--- config.mk ---
export PLATFORM = sky130hd
export DESIGN_NAME = qpsk_symbol_sampler_flat
export DESIGN_NICKNAME = d
export VERILOG_FILES = /design/src/rtl/qpsk_symbol_sampler_if.sv /design/src/rtl/qpsk_symbol_sampler.sv /design/src/flat_wrapper.sv
export SDC_FILE = /design/constraint.sdc
export NUM_CORES = 1
export LEC_CHECK = 0
export BUFFER_PORTS_ARGS = -buffer_cell sky130_fd_sc_hd__buf_2
export CAP_MARGIN = 20
export CORE_MARGIN = 1.5
export CORE_UTILIZATION = 49
export DETAILED_ROUTE_END_ITERATION = 12
export GPL_TIMING_DRIVEN = 0
export PLACE_DENSITY = 0.66
export SLEW_MARGIN = 5
export SYNTH_ARGS = -nofsm -noshare
export SYNTH_HDL_FRONTEND = slang
export SYNTH_SLANG_ARGS = --single-unit
export TNS_END_PERCENT = 10
--- constraint.sdc ---
create_clock -name ce_clk -period 26.2 [get_ports ce_clk]
set_clock_uncertainty 0.1 [all_clocks]
set_input_delay 5.24 -clock ce_clk [delete_from_list [all_inputs] [get_ports ce_clk]]
set_output_delay 5.24 -clock ce_clk [all_outputs]
set_load 0.005 [all_outputs]
--- src/rtl/qpsk_symbol_sampler_if.sv ---
// rtl/qpsk_symbol_sampler_if.sv - stream bundle for the symbol sampler input and output
interface qpsk_symbol_sampler_if #(
  parameter int W = 32
);
  logic [W-1:0] tdata;
  logic         tvalid;
  logic         tready;
  logic         tlast;

  modport master (output tdata, output tvalid, output tlast, input tready);
  modport slave  (input tdata, input tvalid, input tlast, output tready);
endinterface

--- src/rtl/qpsk_symbol_sampler.sv ---
// rtl/qpsk_symbol_sampler.sv - symbol-rate decimator with FWFT FIFO and packet framing
module qpsk_symbol_sampler #(
  parameter int DATA_W  = 16,
  parameter int FIFO_AW = 4,
  parameter int SPS_W   = 8,
  parameter int LEN_W   = 16
) (
  input  logic                 ce_clk,
  input  logic                 ce_rst_n,
  input  logic                 clear,
  input  logic [1:0]           cfg_mode,
  input  logic [SPS_W-1:0]     cfg_sps,
  input  logic [SPS_W-1:0]     cfg_phase,
  input  logic [LEN_W-1:0]     cfg_pkt_len,
  input  logic                 ext_strobe,
  qpsk_symbol_sampler_if.slave  s,
  qpsk_symbol_sampler_if.master m,
  output logic [15:0]          overflow_cnt,
  output logic [FIFO_AW:0]     fifo_level
);

  localparam int DEPTH = 1 << FIFO_AW;
  localparam int W     = 2 * DATA_W;

  logic [1:0]         rst_sync;
  logic               rst_n_i;
  logic [SPS_W-1:0]   cnt;
  logic [SPS_W-1:0]   sps_eff;
  logic [SPS_W-1:0]   sps_last;
  logic [SPS_W-1:0]   phase_eff;
  logic [LEN_W-1:0]   pc;
  logic               pending;
  logic [FIFO_AW-1:0] wr_ptr;
  logic [FIFO_AW-1:0] rd_ptr;
  logic [W:0]         mem [DEPTH];
  logic               is_pass;
  logic               is_count;
  logic               is_ext;
  logic               full;
  logic               empty;
  logic               rd;
  logic               wr_ok;
  logic               beat;
  logic               sel;
  logic               wr;
  logic               drop;
  logic               last_flag;
  logic               unused_tlast;

  // Input tlast carries no meaning here; framing is regenerated locally.
  assign unused_tlast = s.tlast;

  // Reset asserts asynchronously, releases two edges after ce_rst_n rises.
  always_ff @(posedge ce_clk or negedge ce_rst_n) begin
    if (!ce_rst_n) rst_sync <= 2'b00;
    else           rst_sync <= {rst_sync[0], 1'b1};
  end
  assign rst_n_i = rst_sync[1];

  assign is_pass  = (cfg_mode == 2'd0) || (cfg_mode == 2'd3);
  assign is_count = (cfg_mode == 2'd1);
  assign is_ext   = (cfg_mode == 2'd2);

  assign sps_eff   = (cfg_sps < SPS_W'(2)) ? SPS_W'(1) : cfg_sps;
  assign sps_last  = sps_eff - SPS_W'(1);
  assign phase_eff = (cfg_phase > sps_last) ? sps_last : cfg_phase;

  assign full    = (fifo_level == (FIFO_AW+1)'(DEPTH));
  assign empty   = (fifo_level == '0);
  assign m.tvalid = !empty;
  assign m.tdata  = mem[rd_ptr][W-1:0];
  assign m.tlast  = mem[rd_ptr][W];
  assign rd      = m.tvalid && m.tready;
  assign wr_ok   = !full || rd;

  // PASS backpressures through the FIFO; the real-time modes never stall the source.
  assign s.tready = rst_n_i && (is_pass ? wr_ok : 1'b1);
  assign beat     = s.tvalid && s.tready;

  // Pick which accepted beats become symbols.
  always_comb begin
    sel = 1'b0;
    if (is_pass)       sel = beat;
    else if (is_count) sel = beat && (cnt == phase_eff);
    else if (is_ext)   sel = beat && (ext_strobe || pending);
  end

  assign wr        = sel && wr_ok && !clear;
  assign drop      = sel && !wr_ok && !clear;
  // >= keeps a packet bounded if cfg_pkt_len shrinks below the running count.
  assign last_flag = (cfg_pkt_len != '0) && (pc >= cfg_pkt_len - LEN_W'(1));

  // Samples-per-symbol counter; the >= compare handles a live shrink of cfg_sps.
  always_ff @(posedge ce_clk or negedge rst_n_i) begin
    if (!rst_n_i)   cnt <= '0;
    else if (clear) cnt <= '0;
    else if (beat)  cnt <= (cnt >= sps_last) ? '0 : cnt + SPS_W'(1);
  end

  // Remember a strobe that arrived with no beat so the next beat is taken.
  always_ff @(posedge ce_clk or negedge rst_n_i) begin
    if (!rst_n_i)          pending <= 1'b0;
    else if (clear || !is_ext) pending <= 1'b0;
    else if (beat)         pending <= 1'b0;
    else if (ext_strobe)   pending <= 1'b1;
  end

  // Packet position counter, advanced only by symbols actually stored.
  always_ff @(posedge ce_clk or negedge rst_n_i) begin
    if (!rst_n_i)   pc <= '0;
    else if (clear) pc <= '0;
    else if (wr)    pc <= last_flag ? '0 : pc + LEN_W'(1);
  end

  // Ring buffer storage and pointers; a write on a full read cycle reuses the freed slot.
  always_ff @(posedge ce_clk or negedge rst_n_i) begin
    if (!rst_n_i) begin
      wr_ptr     <= '0;
      rd_ptr     <= '0;
      fifo_level <= '0;
      for (int i = 0; i < DEPTH; i++) mem[i] <= '0;
    end else if (clear) begin
      wr_ptr     <= '0;
      rd_ptr     <= '0;
      fifo_level <= '0;
    end else begin
      if (wr) begin
        mem[wr_ptr] <= {last_flag, s.tdata};
        wr_ptr      <= wr_ptr + FIFO_AW'(1);
      end
      if (rd) rd_ptr <= rd_ptr + FIFO_AW'(1);
      if (wr && !rd)      fifo_level <= fifo_level + (FIFO_AW+1)'(1);
      else if (rd && !wr) fifo_level <= fifo_level - (FIFO_AW+1)'(1);
    end
  end

  // Saturating count of selected symbols lost to a full FIFO.
  always_ff @(posedge ce_clk or negedge rst_n_i) begin
    if (!rst_n_i)                           overflow_cnt <= '0;
    else if (clear)                         overflow_cnt <= '0;
    else if (drop && overflow_cnt != 16'hFFFF) overflow_cnt <= overflow_cnt + 16'd1;
  end

endmodule

--- src/flat_wrapper.sv ---
// flat-port wrapper written by rule: the top's interface ports become plain ports
module qpsk_symbol_sampler_flat 
#(
  parameter int DATA_W  = 16,
  parameter int FIFO_AW = 4,
  parameter int SPS_W   = 8,
  parameter int LEN_W   = 16
)
  (ce_clk, ce_rst_n, clear, cfg_mode, cfg_sps, cfg_phase, cfg_pkt_len, ext_strobe, overflow_cnt, fifo_level, s_tdata, s_tvalid, s_tlast, s_tready, m_tdata, m_tvalid, m_tlast, m_tready);
  qpsk_symbol_sampler_if #(.W(32)) s_i ();
  qpsk_symbol_sampler_if #(.W(32)) m_i ();
  input  logic ce_clk;
  input  logic ce_rst_n;
  input  logic clear;
  input  logic [1:0] cfg_mode;
  input  logic [SPS_W-1:0] cfg_sps;
  input  logic [SPS_W-1:0] cfg_phase;
  input  logic [LEN_W-1:0] cfg_pkt_len;
  input  logic ext_strobe;
  output logic [15:0] overflow_cnt;
  output logic [FIFO_AW:0] fifo_level;
  input wire logic [$bits(s_i.tdata)-1:0] s_tdata;
  input wire logic [$bits(s_i.tvalid)-1:0] s_tvalid;
  input wire logic [$bits(s_i.tlast)-1:0] s_tlast;
  output wire logic [$bits(s_i.tready)-1:0] s_tready;
  output wire logic [$bits(m_i.tdata)-1:0] m_tdata;
  output wire logic [$bits(m_i.tvalid)-1:0] m_tvalid;
  output wire logic [$bits(m_i.tlast)-1:0] m_tlast;
  input wire logic [$bits(m_i.tready)-1:0] m_tready;
  assign s_i.tdata = s_tdata;
  assign s_i.tvalid = s_tvalid;
  assign s_i.tlast = s_tlast;
  assign s_tready = s_i.tready;
  assign m_tdata = m_i.tdata;
  assign m_tvalid = m_i.tvalid;
  assign m_tlast = m_i.tlast;
  assign m_i.tready = m_tready;
  qpsk_symbol_sampler #(.DATA_W(DATA_W), .FIFO_AW(FIFO_AW), .SPS_W(SPS_W), .LEN_W(LEN_W)) u_core (.ce_clk(ce_clk), .ce_rst_n(ce_rst_n), .clear(clear), .cfg_mode(cfg_mode), .cfg_sps(cfg_sps), .cfg_phase(cfg_phase), .cfg_pkt_len(cfg_pkt_len), .ext_strobe(ext_strobe), .s(s_i), .m(m_i), .overflow_cnt(overflow_cnt), .fifo_level(fifo_level));
endmodule
==> summary.md, run 1 <==
| Metric | Value |
|---|---|
| Most frequent cells in the layout | `dfrtp_1 (583), mux2_2 (503), mux4_2 (165)` |
| Setup crit end | `s_tready` |
| Hold Violations, Final | `0` |
| FP Rows | `87` |
| Reg-to-reg startpoint | `u_core.rst_sync[1]$_DFF_PN0_` |
| Post-detail-place hpwl | `45.94 mm` |
| GRT overflow | `0` |
| Max stage delay on crit path | `0.65 ns` |
| Post-Syn Nets | `~2000` |
| Root buffer cell | `clkbuf_16` |
| Initial antenna violation count | `3` |
| Seq cells post-synth | `just under 600` |
| Synth cell types | `slightly below 70` |
| Number of synthesized flops with an enable pin | `0` |
| Worst hold path type | `reg2async` |
| Setup tns final | `0 ns` |
| Worst-Margin Slew | `1.096 ns` |
| Crit path launch type | `primary input` |
| Post-Syn Instances | `1909` |
| Share of layout cells above drive strength 1 | `between 40% and 50%` |
| Global-route wire length before repair | `106.8 mm` |
| Sink Count | `a little under 600` |
| DRT iter0 DRCs | `approximately 1100` |
| Setup bufs post-CTS | `0` |
| Number of vias per cell | `around 6` |
| CTS H-tree lvls | `2` |
| R2R Path End | `u_core.fifo_level[4]$_DFFE_PN0P_` |
| Total die area | `~60000 um2` |
| Number of remaining DRC errors | `0` |
| Ys async rst share | `100.0%` |
| Setup WS pre-CTS | `between 10 and 15 ns` |
| Setup Viol. Count Final | `0` |
| CP Class | `in2out` |
| Commonest non-fill, non-tap cell in the layout | `dfrtp_1` |
| Sequential share of power | `a little over two fifths` |
| Beginning of the critical path | `m_tready` |
| Initial core utilization | `49.76%` |
| Max Cap Violations | `0` |
| Fmax | `84.68 MHz` |
| Routed wire length | `between 60 and 70 mm` |
| Outcome | `finished, final reports clean` |
| Deepest clock path buffer count | `3` |
| Crit share post-route | `between 40% and 50%` |
| RSZ-0062 raised after global routing | `false` |
| Nets | `approximately 2200` |
| Routability Congestion | `just over 0.8` |
| Min Tclk post-route | `roughly 12 ns` |
| Total CTS buffers | `60` |
| Drt first pass iters | `5` |
| Vias | `~17000` |
| Synth Cell Area | `~28000 um2` |
| Worst reg-to-reg path cell count | `16` |
| Req. time, crit path | `20.86 ns` |
| Register area share after synthesis | `roughly half` |
| Sw Ratio | `roughly a quarter` |
| P per Cell Area | `a little over 70 nW/um2` |
| Fin. max-slew vios | `0` |
| CTS tree | `done` |
| Die Y | `242.8 um` |
| Int Pwr | `1.706 mW` |
| Rel. slew slack | `a little over a quarter` |
| Worst EP arrival | `between 6 and 7 ns` |
| Die X | `between 200 and 250 um` |
| Avg Inst Size Synth | `14.75 um2` |
| R2R setup slack | `21.08 ns` |
| Antenna Nets Post-Route | `0` |
| Crit Path Max Fanout | `5` |
| Crit path depth | `5` |
| CP cell instances | `buf_2, nor3b_1, nand2_1, and2_1, buf_2` |
| Slowest-stage cell, CP | `nor3b_1` |
| Layout area overhead | `14.73%` |
| Post-cts sizing count | `0` |
| Worst-path clk slew | `around 0.060 ns` |
| Combinational cell fraction of total power | `19.1%` |
| Crit path max-delay family | `simple AND/OR/NAND/NOR gates` |
| Setup ws final | `approximately 14 ns` |
| Leakage power | `between 15 and 20 nW` |
| Clk_lat worst skew | `0.63 ns` |
| Worst path bufs/invs | `2` |
| Cts hold-fix bufs | `0` |
| Most used cell along the critical path | `buf_2` |
| Switching power total | `around 620 uW` |
| Tot GR Track Use | `between 20% and 30%` |
| Avg WL per Cell | `about 23 um` |
| Synth Flop Type | `dfrtp_1` |
| Clk pwr share | `between 30% and 40%` |
| Total core area | `~57000 um2` |
| IO Port Bufs | `roughly 130` |
| Vias in the first global route | `18112` |
| Max rail drop VDD | `just over 0.06 mV` |
| Crit. End Element | `output pin` |
| Synth warn | `0` |
| Ports | `129` |
| Largest net degree at the start of global routing | `66` |
synthesized netlist by cell type, drive strengths merged, types with 9 or more instances:
cell / count / share of area, %
nand2: 48 / 0.65
nor2b: 10 / 0.22
o21ai: 45 / 0.80
or4: 9 / 0.24
a21oi: 21 / 0.37
ha: 41 / 1.8
inv: 14 / 0.19
mux4: 165 / 13
a21o: 12 / 0.32
nand4: 9 / 0.27
xor2: 17 / 0.53
nor3: 18 / 0.44
clkbuf: 75 / 1.0
nor3b: 12 / 0.36
buf: 71 / 1.3
a32o: 9 / 0.32
nand3: 32 / 0.57
xnor2: 25 / 0.78
nor2: 57 / 0.78
and3: 21 / 0.47
mux2: 519 / 21
dfrtp: 584 / 52
flip-flops by register name, indices dropped and copies added (netlist names):
register and flops:
u_core.pending 1, u_core.pc 16, u_core.cnt 8, u_core.overflow_cnt 16, u_core.mem 528, u_core.rst_sync 2
u_core.rd_ptr 4, u_core.fifo_level 5, u_core.wr_ptr 4
final cells by class:
type | count | area [um2]
Clock buffer | 93 | 1817
Timing Repair Buffer | 147 | 1075
Inverter | 14 | 52.55
Buffer | 146 | 641.9
Fill cell | 4547 | 24290
Sequential cell | 584 | 14620
Antenna cell | 1 | 2.502
Tap cell | 756 | 945.9
Multi-Input combinational cell | 1165 | 12860
Clock inverter | 18 | 305.3
power groups by stage:
stage	combinational (mW)	sequential, mW	clock, mW
finish	0.444	0.970	0.908
floorplan	0.270	0.991	0
global placement	0.403	0.999	0
global route	0.479	0.974	0.961
detailed placement	0.443	0.985	0
CTS	0.445	0.969	0.923
layer usage:
layer | track usage, % | up-vias | share of wire (%)
met3 | 3.671 | 107 | 4.2
met4 | 6.248 | 4 | 2.2
li1 | - | 7587 | -
met5 | 0 | - | 0.037
met2 | 38.32 | 323 | 49
met1 | 32.98 | 9170 | 45
worst min-delay path by stage:
| stage | startpoint | end | slack (ns) |
|---|---|---|---|
| after floorplan | u_core.rst_sync[0]$_DFF_PN0_ | u_core.rst_sync[1]$_DFF_PN0_ | 0.23 |
| after CTS | u_core.rst_sync[0]$_DFF_PN0_ | u_core.rst_sync[1]$_DFF_PN0_ | 0.25 |
| final | u_core.rst_sync[1]$_DFF_PN0_ | u_core.mem[60]$_DFFE_PN0P_ | 0.23 |
| after global routing | u_core.rst_sync[0]$_DFF_PN0_ | u_core.rst_sync[1]$_DFF_PN0_ | 0.26 |
| after global placement | u_core.rst_sync[0]$_DFF_PN0_ | u_core.rst_sync[1]$_DFF_PN0_ | 0.24 |
| after detailed placement | u_core.rst_sync[0]$_DFF_PN0_ | u_core.rst_sync[1]$_DFF_PN0_ | 0.24 |
cells by family after synthesis:
logic type	Yosys count	share of synthesized area (%)
XOR/XNOR	42	1.306
flip-flops	584	51.88
other	1	0.01331
adder cells (fa/ha/maj)	42	1.892
AO/OA/AOI/OAI	127	3.038
buffers and inverters	160	2.465
AND/OR/NAND/NOR	261	5.162
multiplexers	692	34.24
per-stage QoR:
stage	power, mW	cells	cell area [um2]	hold slack [ns]	util [%]
after global routing	2.415	2924	32320	0.2553	57.09
after CTS	2.337	2917	32230	0.2540	56.95
after global placement	1.402	2790	29740	0.2357	52.54
after floorplan	1.260	1909	28170	0.2312	-
after detailed placement	1.429	2806	30110	0.2397	53.20
final	2.322	2924	32320	0.2333	57.09
No activity file was read; power rests on OpenSTA's default activity.
==> run 2: changes to the inputs <==
PLACE_DENSITY = 0.68   (was 0.66)
clock period = 10.1 ns   (was 26.2 ns; I/O delays follow)
==> summary.md, run 2 (synthesized netlist as in run 1, its figures left out) <==
| Metric | Value |
|---|---|
| Outcome | `finished, final reports clean` |
| Reg-to-reg startpoint | `u_core.rst_sync[1]$_DFF_PN0_` |
| Drt first pass iters | `5 (unchanged)` |
| Worst reg-to-reg path cell count | `15 (-1)` |
| Int Pwr | `4.409 mW (+160%)` |
| Largest net degree at the start of global routing | `74 (+12%)` |
| Leakage power | `15.35 nW (about the same)` |
| Setup tns final | `0 ns (unchanged)` |
| Post-cts sizing count | `0 (unchanged)` |
| RSZ-0062 raised after global routing | `false` |
| Vias | `17243 (+0.30%)` |
| Fmax | `130.6 MHz` |
| Ports | `129 (unchanged)` |
| Routability Congestion | `0.8216 (+0.49%)` |
| Non-Filler Instances | `2924 (unchanged)` |
| Sink Count | `584 (unchanged)` |
| Avg WL per Cell | `23.14 um (+0.32%)` |
| Commonest non-fill, non-tap cell in the layout | `dfrtp_1` |
| Die X | `242.8 um (unchanged)` |
| Tot GR Track Use | `23.43% (-0.068 points)` |
| Deepest clock path buffer count | `3 (unchanged)` |
| Worst-Margin Slew | `1.108 ns (+0.01255 ns)` |
| FP Rows | `87 (unchanged)` |
| DP Area | `30050 um2 (-0.20%)` |
| Total CTS buffers | `60 (unchanged)` |
| Overall power | `6.001 mW (+160%)` |
| Combinational cell fraction of total power | `19.1% (about the same)` |
| Sw Ratio | `26.52% (about the same)` |
| Min Tclk post-route | `about 7.7 ns` |
| Crit Path Max Fanout | `10 (+5)` |
| Switching power total | `1.591 mW (+160%)` |
| Sequential share of power | `41.9% (about the same)` |
| Most frequent cells in the layout | `dfrtp_1 (583), mux2_2 (503), mux4_2 (165)` |
| Fin. max-slew vios | `0 (unchanged)` |
| IO Port Bufs | `125 (unchanged)` |
| Crit path launch type | `primary input` |
| Filler cells | `4553 (+0.13%)` |
| Max rail drop VDD | `0.1569 mV (+160%)` |
| Layout area overhead | `14.64% (about the same)` |
| Die Y | `242.8 um (unchanged)` |
| GRT overflow | `0 (unchanged)` |
| Initial antenna violation count | `4 (+1)` |
| Antenna Nets Post-Route | `0 (unchanged)` |
| R2R Path End | `u_core.fifo_level[4]$_DFFE_PN0P_` |
| CTS tree | `done` |
| Req. time, crit path | `10.52 ns (-10.34 ns)` |
| Number of vias per cell | `5.897 (+0.30%)` |
| Setup WS pre-CTS | `1.898 ns (-12.53 ns)` |
| Root buffer cell | `clkbuf_16` |
| Setup Viol. Count Final | `0 (unchanged)` |
| Largest register FFs | `528 (unchanged)` |
| Total core area | `56600 um2 (unchanged)` |
| DRT iter0 DRCs | `1072 (-3.1%)` |
| CP Class | `in2reg` |
| Biggest regs | `u_core.mem x528, u_core.overflow_cnt x16, u_core.pc x16` |
| Total die area | `58930 um2 (unchanged)` |
| Clk_lat worst skew | `0.62 ns (about the same)` |
| P per Cell Area | `185.8 nW/um2 (+160%)` |
| Post-layout instance area | `32290 um2 (about the same)` |
| Placed cells | `2803 (-0.11%)` |
| Number of remaining DRC errors | `0 (unchanged)` |
| Vias in the first global route | `18344 (+1.3%)` |
| Share of layout cells above drive strength 1 | `45.87% (+0.32 points)` |
| Nets | `2232 (-0.045%)` |
| Routed wire length | `67.67 mm (+0.32%)` |
| Clk pwr share | `39.1% (about the same)` |
| Global-route wire length before repair | `107.2 mm (+0.36%)` |
| Reg area | `14620 um2 (unchanged)` |
| Area of the multi-input gates | `12860 um2 (unchanged)` |
| CTS H-tree lvls | `2 (unchanged)` |
| Crit share post-route | `75.82%` |
| Max Cap Violations | `0 (unchanged)` |
| Worst EP arrival | `8.08 ns (+1.61 ns)` |
| Setup bufs post-CTS | `0 (unchanged)` |
| Hold Violations, Final | `0 (unchanged)` |
| Worst hold path type | `reg2async` |
| Crit. End Element | `flop` |
| Setup ws final | `2.443 ns (-11.95 ns)` |
| Worst hold slack | `0.1229 ns (-0.1104 ns)` |
| Post-detail-place hpwl | `45.45 mm (-1.1%)` |
| R2R setup slack | `5.46 ns (-15.62 ns)` |
| Cts hold-fix bufs | `0 (unchanged)` |
| Final core area utilization | `57.04% (about the same)` |
| Initial core utilization | `49.76% (unchanged)` |
| Rel. slew slack | `26.11% (-0.16 points)` |
| Most flop-heavy register | `u_core.mem` |
| Worst-path clk slew | `0.06 ns (about the same)` |
-- run 2: changes by cell type in the layout (fill, tap and decap cells not counted), sizes merged --
cell,delta
buf,-1
bufinv,-1
clkbuf,-5
clkinv,+5
clkinvlp,+2
-- run 2: worst max-delay path, cell delays in order --
cell and delay (ns):
buf_2 0.11, nor4_1 0.84, a21o_1 0.27, or4_1 0.16, xor2_1 0.36, ha_1 0.21, nand3_1 0.07, or4_1 0.41
nand4_1 0.14, or3b_1 0.44, a31o_2 0.33, nand3_1 0.09, o21ai_0 0.21, o31ai_4 0.51, buf_4 0.30, nand3_1 0.24
ha_1 0.41, a21o_1 0.11, a21oi_1 0.07, or4_1 0.42, and3b_1 0.20, nor3_1 0.17
-- run 2: how the worst max path moves through the flow --
stage / from / end / slack [ns] / depth (start not counted)
3_5_place_dp: cfg_sps[4] / u_core.fifo_level[4]$_DFFE_PN0P_ / 1.90 / 22
5_1_grt: cfg_sps[4] / u_core.fifo_level[4]$_DFFE_PN0P_ / 2.09 / 22
4_1_cts: cfg_sps[4] / u_core.fifo_level[4]$_DFFE_PN0P_ / 2.53 / 22
3_3_place_gp: u_core.rst_sync[1]$_DFF_PN0_ / u_core.fifo_level[4]$_DFFE_PN0P_ / -3.28 / 13
2_1_floorplan: u_core.rst_sync[1]$_DFF_PN0_ / u_core.fifo_level[4]$_DFFE_PN0P_ / -0.52 / 13
6_report: cfg_sps[4] / u_core.fifo_level[4]$_DFFE_PN0P_ / 2.44 / 22
-- run 2: layer usage --
| layer | vias up | share of wire [%] | GRT usage, % |
|---|---|---|---|
| li1 | 7576 | - | - |
| met1 | 9205 | 44 | 32.14 |
| met2 | 357 | 49 | 39.03 |
| met3 | 99 | 4.4 | 4.091 |
| met4 | 6 | 2.1 | 5.554 |
| met5 | - | 0.053 | 0 |
-- run 2: cell type report --
cell class	instances	area share (%)
buffer	146	1.988
multi-input combinational	1165	39.82
timing repair buffer	146	3.232
clock buffer	88	5.665
antenna	1	0.007750
inverter	14	0.1627
clock inverter	24	0.9222
sequential	584	45.27
tap	756	2.929
-- run 2: power by group through the flow --
stage | combinational, mW | sequential (mW) | clock [mW]
detailed placement | 1.13 | 2.55 | 0
finish | 1.14 | 2.51 | 2.34
CTS | 1.14 | 2.51 | 2.39
global placement | 1.05 | 2.59 | 0
floorplan | 0.700 | 2.57 | 0
global route | 1.24 | 2.52 | 2.49
